[src/rtl/fetch_pkg.sv]
// rtl/fetch_pkg.sv - shared widths and fetch-entry layout for the instruction fetch path
package fetch_pkg;

    localparam int BUNDLE_W       = 64;
    localparam int INST_W         = 32;
    localparam int BUNDLE_BYTES   = 8;
    localparam int ADDR_W_DEFAULT = 10;

    // Queue entries carry the bundle's PC above its data.
    typedef struct packed {
        logic [ADDR_W_DEFAULT-1:0] pc;
        logic [BUNDLE_W-1:0]       data;
    } fetch_entry_t;

endpackage

[src/rtl/fetch_queue.sv]
// rtl/fetch_queue.sv - synchronous FIFO with flush, count and registered head
module fetch_queue #(
    parameter  int DEPTH = 4,
    parameter  int WIDTH = 74,
    localparam int CNT_W = $clog2(DEPTH) + 1
) (
    input  logic             clk_i,
    input  logic             rst_ni,
    input  logic             push_i,
    input  logic [WIDTH-1:0] push_data_i,
    input  logic             pop_i,
    input  logic             flush_i,
    output logic [CNT_W-1:0] count_o,
    output logic [WIDTH-1:0] head_o
);

    localparam int PTR_W = $clog2(DEPTH);

    logic [WIDTH-1:0] mem_q [DEPTH];
    logic [WIDTH-1:0] mem_d [DEPTH];
    logic [PTR_W-1:0] wr_ptr_q, wr_ptr_d;
    logic [PTR_W-1:0] rd_ptr_q, rd_ptr_d;
    logic [CNT_W-1:0] count_q, count_d;
    logic             do_push, do_pop;

    always_comb begin
        do_push  = push_i & ~flush_i;
        do_pop   = pop_i & ~flush_i & (count_q != '0);
        mem_d    = mem_q;
        wr_ptr_d = wr_ptr_q;
        rd_ptr_d = rd_ptr_q;
        count_d  = count_q;
        if (flush_i) begin
            wr_ptr_d = '0;
            rd_ptr_d = '0;
            count_d  = '0;
        end else begin
            if (do_push) begin
                mem_d[wr_ptr_q] = push_data_i;
                wr_ptr_d        = wr_ptr_q + 1'b1;
            end
            if (do_pop) begin
                rd_ptr_d = rd_ptr_q + 1'b1;
            end
            case ({do_push, do_pop})
                2'b10:   count_d = count_q + 1'b1;
                2'b01:   count_d = count_q - 1'b1;
                default: count_d = count_q;
            endcase
        end
    end

    always_ff @(posedge clk_i or negedge rst_ni) begin
        if (!rst_ni) begin
            for (int i = 0; i < DEPTH; i++) begin
                mem_q[i] <= '0;
            end
            wr_ptr_q <= '0;
            rd_ptr_q <= '0;
            count_q  <= '0;
        end else begin
            mem_q    <= mem_d;
            wr_ptr_q <= wr_ptr_d;
            rd_ptr_q <= rd_ptr_d;
            count_q  <= count_d;
        end
    end

    assign count_o = count_q;
    assign head_o  = mem_q[rd_ptr_q];

    // Upstream credit logic must never push into a full queue.
    a_no_overflow: assert property (@(posedge clk_i) disable iff (!rst_ni)
        !(do_push && (count_q == CNT_W'(DEPTH))));

endmodule

[src/rtl/imem_fetch_ctrl.sv]
// rtl/imem_fetch_ctrl.sv - instruction memory fetch initiator with PC, credits and redirect
module imem_fetch_ctrl
    import fetch_pkg::*;
#(
    parameter int                ADDR_W   = ADDR_W_DEFAULT,
    parameter logic [ADDR_W-1:0] RESET_PC = '0,
    parameter int                FQ_DEPTH = 4
) (
    input  logic                clock_i,
    input  logic                reset_n_i,
    output logic                imem_re_o,
    output logic [ADDR_W-1:0]   imem_addr_o,
    input  logic [BUNDLE_W-1:0] imem_data_i,
    input  logic                redirect_i,
    input  logic [ADDR_W-1:0]   redirect_pc_i,
    output logic                out_valid_o,
    input  logic                out_ready_i,
    output logic [BUNDLE_W-1:0] out_data_o,
    output logic [ADDR_W-1:0]   out_pc_o
);

    localparam int CNT_W = $clog2(FQ_DEPTH) + 1;

    typedef struct packed {
        logic [ADDR_W-1:0]   pc;
        logic [BUNDLE_W-1:0] data;
    } entry_t;

    logic [ADDR_W-1:0] pc_q, pc_d;
    logic [ADDR_W-1:0] inflight_pc_q, inflight_pc_d;
    logic              inflight_v_q, inflight_v_d;
    logic [CNT_W-1:0]  fq_count;
    logic [CNT_W-1:0]  credits_used;
    logic              issue;
    logic              enq, deq;
    entry_t            enq_entry, head_entry;

    always_comb begin
        // A slot is reserved for every bundle queued or still in flight.
        credits_used  = fq_count + CNT_W'(inflight_v_q);
        issue         = redirect_i | (credits_used < CNT_W'(FQ_DEPTH));
        imem_addr_o   = redirect_i ? redirect_pc_i : pc_q;
        imem_re_o     = issue & reset_n_i;

        pc_d          = pc_q;
        inflight_pc_d = inflight_pc_q;
        inflight_v_d  = issue;
        if (issue) begin
            pc_d          = imem_addr_o + ADDR_W'(BUNDLE_BYTES);
            inflight_pc_d = imem_addr_o;
        end

        enq            = inflight_v_q & ~redirect_i;
        enq_entry.pc   = inflight_pc_q;
        enq_entry.data = imem_data_i;

        out_valid_o = (fq_count != '0) & ~redirect_i;
        deq         = out_valid_o & out_ready_i;
        out_pc_o    = head_entry.pc;
        out_data_o  = head_entry.data;
    end

    always_ff @(posedge clock_i or negedge reset_n_i) begin
        if (!reset_n_i) begin
            pc_q          <= RESET_PC;
            inflight_pc_q <= '0;
            inflight_v_q  <= 1'b0;
        end else begin
            pc_q          <= pc_d;
            inflight_pc_q <= inflight_pc_d;
            inflight_v_q  <= inflight_v_d;
        end
    end

    fetch_queue #(
        .DEPTH (FQ_DEPTH),
        .WIDTH ($bits(entry_t))
    ) u_fetch_queue (
        .clk_i       (clock_i),
        .rst_ni      (reset_n_i),
        .push_i      (enq),
        .push_data_i (enq_entry),
        .pop_i       (deq),
        .flush_i     (redirect_i),
        .count_o     (fq_count),
        .head_o      (head_entry)
    );

endmodule

[config.mk]
export PLATFORM = sky130hd
export DESIGN_NAME = imem_fetch_ctrl
export DESIGN_NICKNAME = d
export VERILOG_FILES = /design/src/rtl/fetch_pkg.sv /design/src/rtl/fetch_queue.sv /design/src/rtl/imem_fetch_ctrl.sv
export SDC_FILE = /design/constraint.sdc
export NUM_CORES = 1
export LEC_CHECK = 0
export ABC_CLOCK_PERIOD_IN_PS = 2200
export BUFFER_PORTS_ARGS = -buffer_cell sky130_fd_sc_hd__buf_2
export CAP_MARGIN = 15
export CELL_PAD_IN_SITES_DETAIL_PLACEMENT = 1
export CELL_PAD_IN_SITES_GLOBAL_PLACEMENT = 1
export CORE_MARGIN = 2
export CORE_UTILIZATION = 45
export DETAILED_ROUTE_END_ITERATION = 8
export GPL_TIMING_DRIVEN = 0
export PLACE_DENSITY = 0.85
export SLEW_MARGIN = 20
export SYNTH_ARGS = -nofsm -noshare
export SYNTH_HDL_FRONTEND = slang
export SYNTH_SLANG_ARGS = --single-unit
[constraint.sdc]
create_clock -name clock_i -period 2.2 [get_ports clock_i]
set_clock_uncertainty 0.2 [all_clocks]
set_input_delay 0.22 -clock clock_i [delete_from_list [all_inputs] [get_ports clock_i]]
set_output_delay 0.22 -clock clock_i [all_outputs]
set_load 0.005 [all_outputs]
==> results.ini, run 1 <==
[yosys]
netlist_area_um2 = 14200
ys.warnings.count = 0
synth_common_cells = 321 x dfrtp_1, 320 x mux2_2, 74 x mux4_2
synth_edf_count = 0
yosys.cell_count.top_type = dfrtp_1
netlist_top_cells_area = dfrtp_1 56%, mux2_2 25%, mux4_2 12%
synthCells = 838
synth_flop_cell = dfrtp_1
netlist-cell-type-count = 34
syn-num-nets = 922
yosysSeqAreaShare = 0.564
synth_area_leader_cell = dfrtp_1
synth_top_area_frac = 0.564
yosys_register_bits = 321
synth_async_sr_flop_share = 1.00
syn_area_per_cell_um2 = 17.0

[route]
via_count = 8497
ant_nets = 0
postRouteWirelength_mm = 35.3
vias_per_cell = 5.44
drtIter0Drc = 369
wl_per_cell_um = 22.6
drt_pass1_iterations = 4
drcViolationCount = 0

[sta]
setup_viol = 74
setup_tns_ps = -10640
slew-limit-headroom = 0.555
setup_slack_ps = -226
maxSlewViolCount = 0
min_period_ps = 2430
worstMarginPinSlew_ps = 668
hold_viol = 81
fmax_mhz = 412
rsz0062_at_grt = true
timing.hold.ws_ps = -472
period_share = 1.10

[grt]
antenna_found_initial = 0
grt_usage = 0.216
grt_pass1_wl_mm = 55.8
grt_pass1_vias = 9927
grt_max_degree = 101
gr-total-overflow = 0

[placement]
detailedPlace.worstSlack_ps = -457
io_buffers = 163
gp_congestion = 0.764
placed_area_um2 = 15600
dp_hpwl_mm = 21.9
numPlacedInstances = 1406

[critical_path]
critPathRequiredTime_ps = 1780
crit_type = reg -> out
cp-start-kind = flip-flop
end_kind = output pin
cp_max_fo = 8
arrival_ps = 2010

[clocking]
clock_sinks = 321
clk_latency_ps = 510
htreeDepth = 2
cts_tree = built
cts_hold_buffers = 74
cts_max_path_buffers = 3
cts_buffers = 37
clkTransAtPathRegs_ps = 50
cts_root_buf = clkbuf_16

[die]
die_w_um = 182
start_util = 0.455
die_y_um = 182
dieArea_um2 = 33100
ioPinCount = 164
rows = 65
design.core.area_um2 = 31300

[worst_hold_path]
hold_path.class = in -> async

[finish]
nNetsFinal = 1220
fillers = 2868
diodes = 0
postLayoutCoreUtil = 0.577
final_cell_area_um2 = 18100
fin_cells = 1562
drive_gt1_frac = 0.604
syn2layout_area_growth_pct = 27.0

[power]
p_per_area_nw_per_um2 = 1410
p_leak_nw = 7.89
power_mw = 25.6
ir_worst_vdd_mv = 0.765

[run]
maxCapViolCount = 0

[status]
status = finished, violations left
violations = negative hold slack, negative setup slack

[path summary, 6_finish.rpt]
| kind | startpoint | endpoint | slack, ps | cells after the start |
|---|---|---|---|---|
| max in group asynchronous | reset_n_i | u_fetch_queue.mem_q[12] | 1090 | 3 |
| min in group clock_i | redirect_pc_i[6] | inflight_pc_q[6] | 40 | 3 |
| setup reg to reg | u_fetch_queue.count_o[0] | u_fetch_queue.count_o[2] | 80 | 6 |
| hold reg to reg | u_fetch_queue.mem_q[60] | u_fetch_queue.mem_q[60] | 300 | 1 |
| setup / recovery | u_fetch_queue.rd_ptr_q[0] | out_data_o[61] | -230 | 5 |
| hold / removal | reset_n_i | u_fetch_queue.mem_q[56] | -470 | 1 |
[area by class of cell]
type / count / area, um2 / share of cell area
Buffer: 53 / 591 / 0.0327
Clock buffer: 53 / 1080 / 0.0597
Clock inverter: 10 / 56.3 / 0.00311
Inverter: 8 / 30.0 / 0.00166
Multi-Input combinational cell: 455 / 5770 / 0.319
Sequential cell: 321 / 8040 / 0.445
Tap cell: 402 / 503 / 0.0278
Timing Repair Buffer: 260 / 2010 / 0.111
[timing repair]
| action | 4_1_cts | 5_1_grt |
|---|---|---|
| setup endpoints to repair | 77 | 132 |
| pin swaps | 1 | 2 |
| cloned | 4 | 2 |
| gates resized for setup | 68 | 11 |
| endpoints found under the hold margin | 350 | 81 |
| buffers inserted | 6 | 9 |
[worst max-delay path: stages, from the launching register on]
cell,delay [ps]
dfrtp_1,340
buf_6,130
buf_12,170
buf_12,150
mux4_2,550
buf_6,150
[power by group]
group	switching [mW]	internal, mW
Clock	2.38	3.40
Combinational	3.45	5.85
Sequential	1.68	8.82
[sequential cells by signal, indices dropped and copies added (netlist names)]
name,count
u_fetch_queue.rd_ptr_q,2
inflight_pc_q,7
u_fetch_queue.wr_ptr_q,2
pc_q,10
u_fetch_queue.mem_q,296
u_fetch_queue.count_o,3
inflight_v_q,1
[cell families after synthesis]
logic type	after synthesis	synth area share
AO/OA/AOI/OAI	9	0.00431
XOR/XNOR	8	0.00492
adder cells (fa/ha/maj)	6	0.00580
buffers and inverters	62	0.0337
flip-flops	321	0.564
multiplexers	400	0.374
AND/OR/NAND/NOR	32	0.0125
[metal layers]
layer / track usage / routed length [um]
met1: 0.267 / 14400
met2: 0.391 / 18700
met3: 0.0381 / 1350
met4: 0.0597 / 803
met5: 0 / 0
[cell usage in the layout, fill, tap and decap left out, types with 2 or more instances in the layout]
master and count:
ha_1 5, nand4b_1 2, a211oi_1 2, o21ai_0 2
xnor2_1 3, nand2b_1 2, clkbuf_8 5, mux2i_1 6
inv_1 8, nand2_1 7, mux4_2 74, clkinv_2 8
xor2_1 4, clkbuf_4 2, buf_2 157, nor2_4 2
buf_6 41, dfrtp_2 3, nor2_1 5, clkbuf_1 9
buf_12 12, nand4_1 3, nand3_1 3, dfrtp_1 318
buf_4 16, nand3_2 2, buf_16 6, mux2_2 320
dlygate4sd3_1 74, clkbuf_16 41, clkbuf_2 2
Note: power is estimated with default switching activity, not from simulation.
==> inputs of run 2 (changes only) <==
- ABC_CLOCK_PERIOD_IN_PS: 2200 -> 2900
- CORE_UTILIZATION: 45 -> 54
- PLACE_DENSITY: 0.85 -> 0.95
- SYNTH_HIERARCHICAL: default -> 1
- clock period: 2.2 -> 2.9 ns (I/O delays scaled with it)
==> run 2 against run 1 <==
Effect of this change:
- the run now ends clean
- flip-flop and latch count stayed put
- clock power is 23% lower
- combinational power down 65%
- die area decreased by 16%
- largest cell class unchanged
- total power is 43% lower
- highest routed layer is now met5
- largest power group unchanged
- routed wire length rose by 4.8%
==> results.ini, run 2 <==
[power]
p_leak_nw = 7.96  ; +0.80%
sequentialPowerShare = 0.470  ; +0.060
clkPwrFrac = 0.307  ; +0.081
power.switching_mw = 3.82  ; -49%
p_comb_frac = 0.223  ; -0.140
p_sw_frac = 0.264  ; -0.0291
internal_power_mw = 10.6  ; -41%
ir_worst_vdd_mv = 0.649  ; -15%
p_per_area_nw_per_um2 = 824  ; -42%

[clocking]
htreeDepth = 2  ; unchanged
cts_tree = built
clock_sinks = 321  ; unchanged
clkTransAtPathRegs_ps = 60  ; about the same
clk_latency_ps = 500  ; about the same
cts_buffers = 36  ; -2.7%
cts_max_path_buffers = 3  ; unchanged
cts_root_buf = clkbuf_16

[die]
ioPinCount = 164  ; unchanged
dieArea_um2 = 27800  ; -16%
rows = 59  ; -9.2%
die_y_um = 167  ; -8.3%
die_w_um = 167  ; -8.3%
start_util = 0.549  ; +0.0942
design.core.area_um2 = 26100  ; -17%

[finish]
reg_top3 = u_fetch_queue/mem_q (296), inflight_pc_q (10), pc_q (7)
largest_reg_flops = 296  ; unchanged
nNetsFinal = 1206  ; -1.1%
multi_input_area_um2 = 5790  ; +0.37%
final_common_cell = dfrtp_1
layout_common_cells = 319 x dfrtp_1, 315 x mux2_2, 172 x buf_2
seq_area_um2 = 8040  ; about the same
fillers = 2278  ; -21%
top_register = u_fetch_queue/mem_q
syn2layout_area_growth_pct = 22.8
drive_gt1_frac = 0.590  ; -0.0144

[status]
status = finished clean

[yosys]
yosys_register_bits = 321  ; unchanged
synthCells = 842  ; +0.48%
synth_flop_cell = dfrtp_1
synth_top_area_frac = 0.562  ; -0.00262
yosysSeqAreaShare = 0.562  ; -0.00262
ys.warnings.count = 6  ; +6
synth_common_cells = 321 x dfrtp_1, 315 x mux2_2, 74 x mux4_2
synth_async_sr_flop_share = 1.00  ; unchanged
yosys.cell_count.top_type = dfrtp_1
synth_area_leader_cell = dfrtp_1
syn-num-nets = 926  ; +0.43%
syn_area_per_cell_um2 = 17.0  ; about the same
netlist_top_cells_area = dfrtp_1 56%, mux2_2 25%, mux4_2 12%
netlist_area_um2 = 14300  ; +0.47%
synth_edf_count = 0  ; unchanged
netlist-cell-type-count = 42  ; +24%

[run]
maxCapViolCount = 0  ; unchanged

[grt]
grt_pass1_vias = 9998  ; +0.72%
gr-total-overflow = 0  ; unchanged
grt_max_degree = 98  ; -3.0%
antenna_found_initial = 4  ; +4
grt_pass1_wl_mm = 58.1  ; +4.0%
grt_usage = 0.270  ; +0.0537

[sta]
slew-limit-headroom = 0.520  ; -0.0343
min_period_ps = 2880
timing.hold.ws_ps = 19.0  ; +491 ps
setup_tns_ps = 0  ; +10640 ps
setup_viol = 0  ; -100%
hold_viol = 0  ; -100%
period_share = 0.994
worstMarginPinSlew_ps = 720  ; +51.4 ps
maxSlewViolCount = 0  ; unchanged
fmax_mhz = 347

[route]
drtIter0Drc = 463  ; +25%
ant_nets = 0  ; unchanged
postRouteWirelength_mm = 37.0  ; +4.8%
wl_per_cell_um = 25.0  ; +10%
via_count = 8604  ; +1.3%
vias_per_cell = 5.80  ; +6.7%
drcViolationCount = 0  ; unchanged
drt_pass1_iterations = 4  ; unchanged

[critical_path]
crit_chain = nor3_1, nor2_1, and2_2, o31ai_2, nor3_1, fa_2, or3b_2, a2bb2oi_1, o311ai_1
critPathMostFrequentCell = nor3_1
crit_type = reg -> reg
cp_slowest_cell = dfrtp_1
critPathBufInv = 0  ; -4
end_kind = flip-flop
cp_max_fo = 9  ; +1
cp-start-kind = flip-flop
cpLargestDelayFamily = simple AND/OR/NAND/NOR gates
critPathRequiredTime_ps = 3110  ; +1330 ps
arrival_ps = 3090  ; +1080 ps
slowest_delay_ps = 490  ; -60 ps

[worst_hold_path]
hold_path.class = in -> reg

[placement]
gp_congestion = 0.778  ; +1.8%
dp_hpwl_mm = 22.9  ; +4.7%
io_buffers = 163  ; unchanged

run 2: changes by cell type in the layout (fill, tap and decap cells not counted), moves of 4 or more:
cell           before  now
clkbuf_16          41   37
buf_12             12    0
buf_6              41   32
mux2_1              0    4
dlygate4sd3_1      74   69
buf_2             157  172
mux2_2            320  315
run 2: cell type report:
type,instances,share of cell area
inverters,6,0.00128
repair buffers,243,0.0945
clock buffers,54,0.0604
plain buffers,53,0.0271
diodes,2,0.000285
flip-flops and latches,321,0.458
well taps,335,0.0239
clock inverters,8,0.00527
multi-input cells,461,0.330
run 2: layer usage:
| metal | vias to the layer above | part of all wire | wire (um) | track usage |
|---|---|---|---|---|
| met5 | - | 0.00065 | 24 | 0 |
| met2 | 233 | 0.54 | 19900 | 0.497 |
| li1 | 3716 | - | - | - |
| met4 | 4 | 0.024 | 878 | 0.0705 |
| met1 | 4581 | 0.39 | 14400 | 0.326 |
| met3 | 70 | 0.048 | 1780 | 0.0525 |
run 2: stage by stage:
stage | util | power (mW) | cells | worst slack, ps | area, um2
2_1_floorplan | - | 8.57 | 842 | 177 | 14300
3_3_place_gp | 0.596 | 9.44 | 1340 | -4650 | 15500
3_5_place_dp | 0.600 | 9.85 | 1343 | -235 | 15600
4_1_cts | 0.671 | 14.5 | 1474 | 24.2 | 17500
5_1_grt | 0.674 | 15.1 | 1482 | -51.9 | 17600
6_report | 0.674 | 14.5 | 1483 | 16.7 | 17600
run 2: what timing repair did:
item | 4_1_cts | 5_1_grt
setup endpoints to repair | 18 | 45
setup buffers | 0 | 8
gates resized for setup | 8 | 6
hold endpoints to repair | 423 | 0
hold buffers | 69 | 0
run 2: cell families after synthesis:
| logic type | Yosys count | share of synthesized area |
|---|---|---|
| fa+ha+maj | 6 | 0.00577 |
| xor+xnor | 11 | 0.00674 |
| mux | 397 | 0.371 |
| simple gates | 34 | 0.0140 |
| flops | 321 | 0.562 |
| buf+inv | 60 | 0.0341 |
| compound gates | 13 | 0.00674 |
run 2: final timing paths:
kind	from	end	slack [ps]	cells after the start
setup / recovery	u_fetch_queue/count_o[2]	u_fetch_queue/count_o[2]	20	9
hold / removal	redirect_pc_i[9]	inflight_pc_q[9]	20	3
hold reg to reg	u_fetch_queue/mem_q[140]	u_fetch_queue/mem_q[140]	300	1
setup reg to reg	u_fetch_queue/count_o[2]	u_fetch_queue/count_o[2]	20	9
max in group asynchronous	reset_n_i	u_fetch_queue/mem_q[256]	1190	4
min in group asynchronous	reset_n_i	u_fetch_queue/mem_q[271]	110	2
run 2: power by group through the flow:
| stage | Clock, mW | Combinational, mW | Sequential (mW) |
|---|---|---|---|
| detailed placement | 0 | 3.06 | 6.79 |
| CTS | 4.54 | 3.19 | 6.75 |
| global route | 4.71 | 3.47 | 6.95 |
| finish | 4.44 | 3.22 | 6.80 |
| global placement | 0 | 2.84 | 6.60 |
| floorplan | 0 | 2.13 | 6.43 |
run 2: worst reg2reg max path: cells and delay by family (launching register included):
| family | cells | cell delay (ps) |
|---|---|---|
| DFF | 1 | 490 |
| AOI/OAI and AO/OA | 3 | 490 |
| adders and majority gates | 1 | 410 |
| and+or+nand+nor | 5 | 1190 |
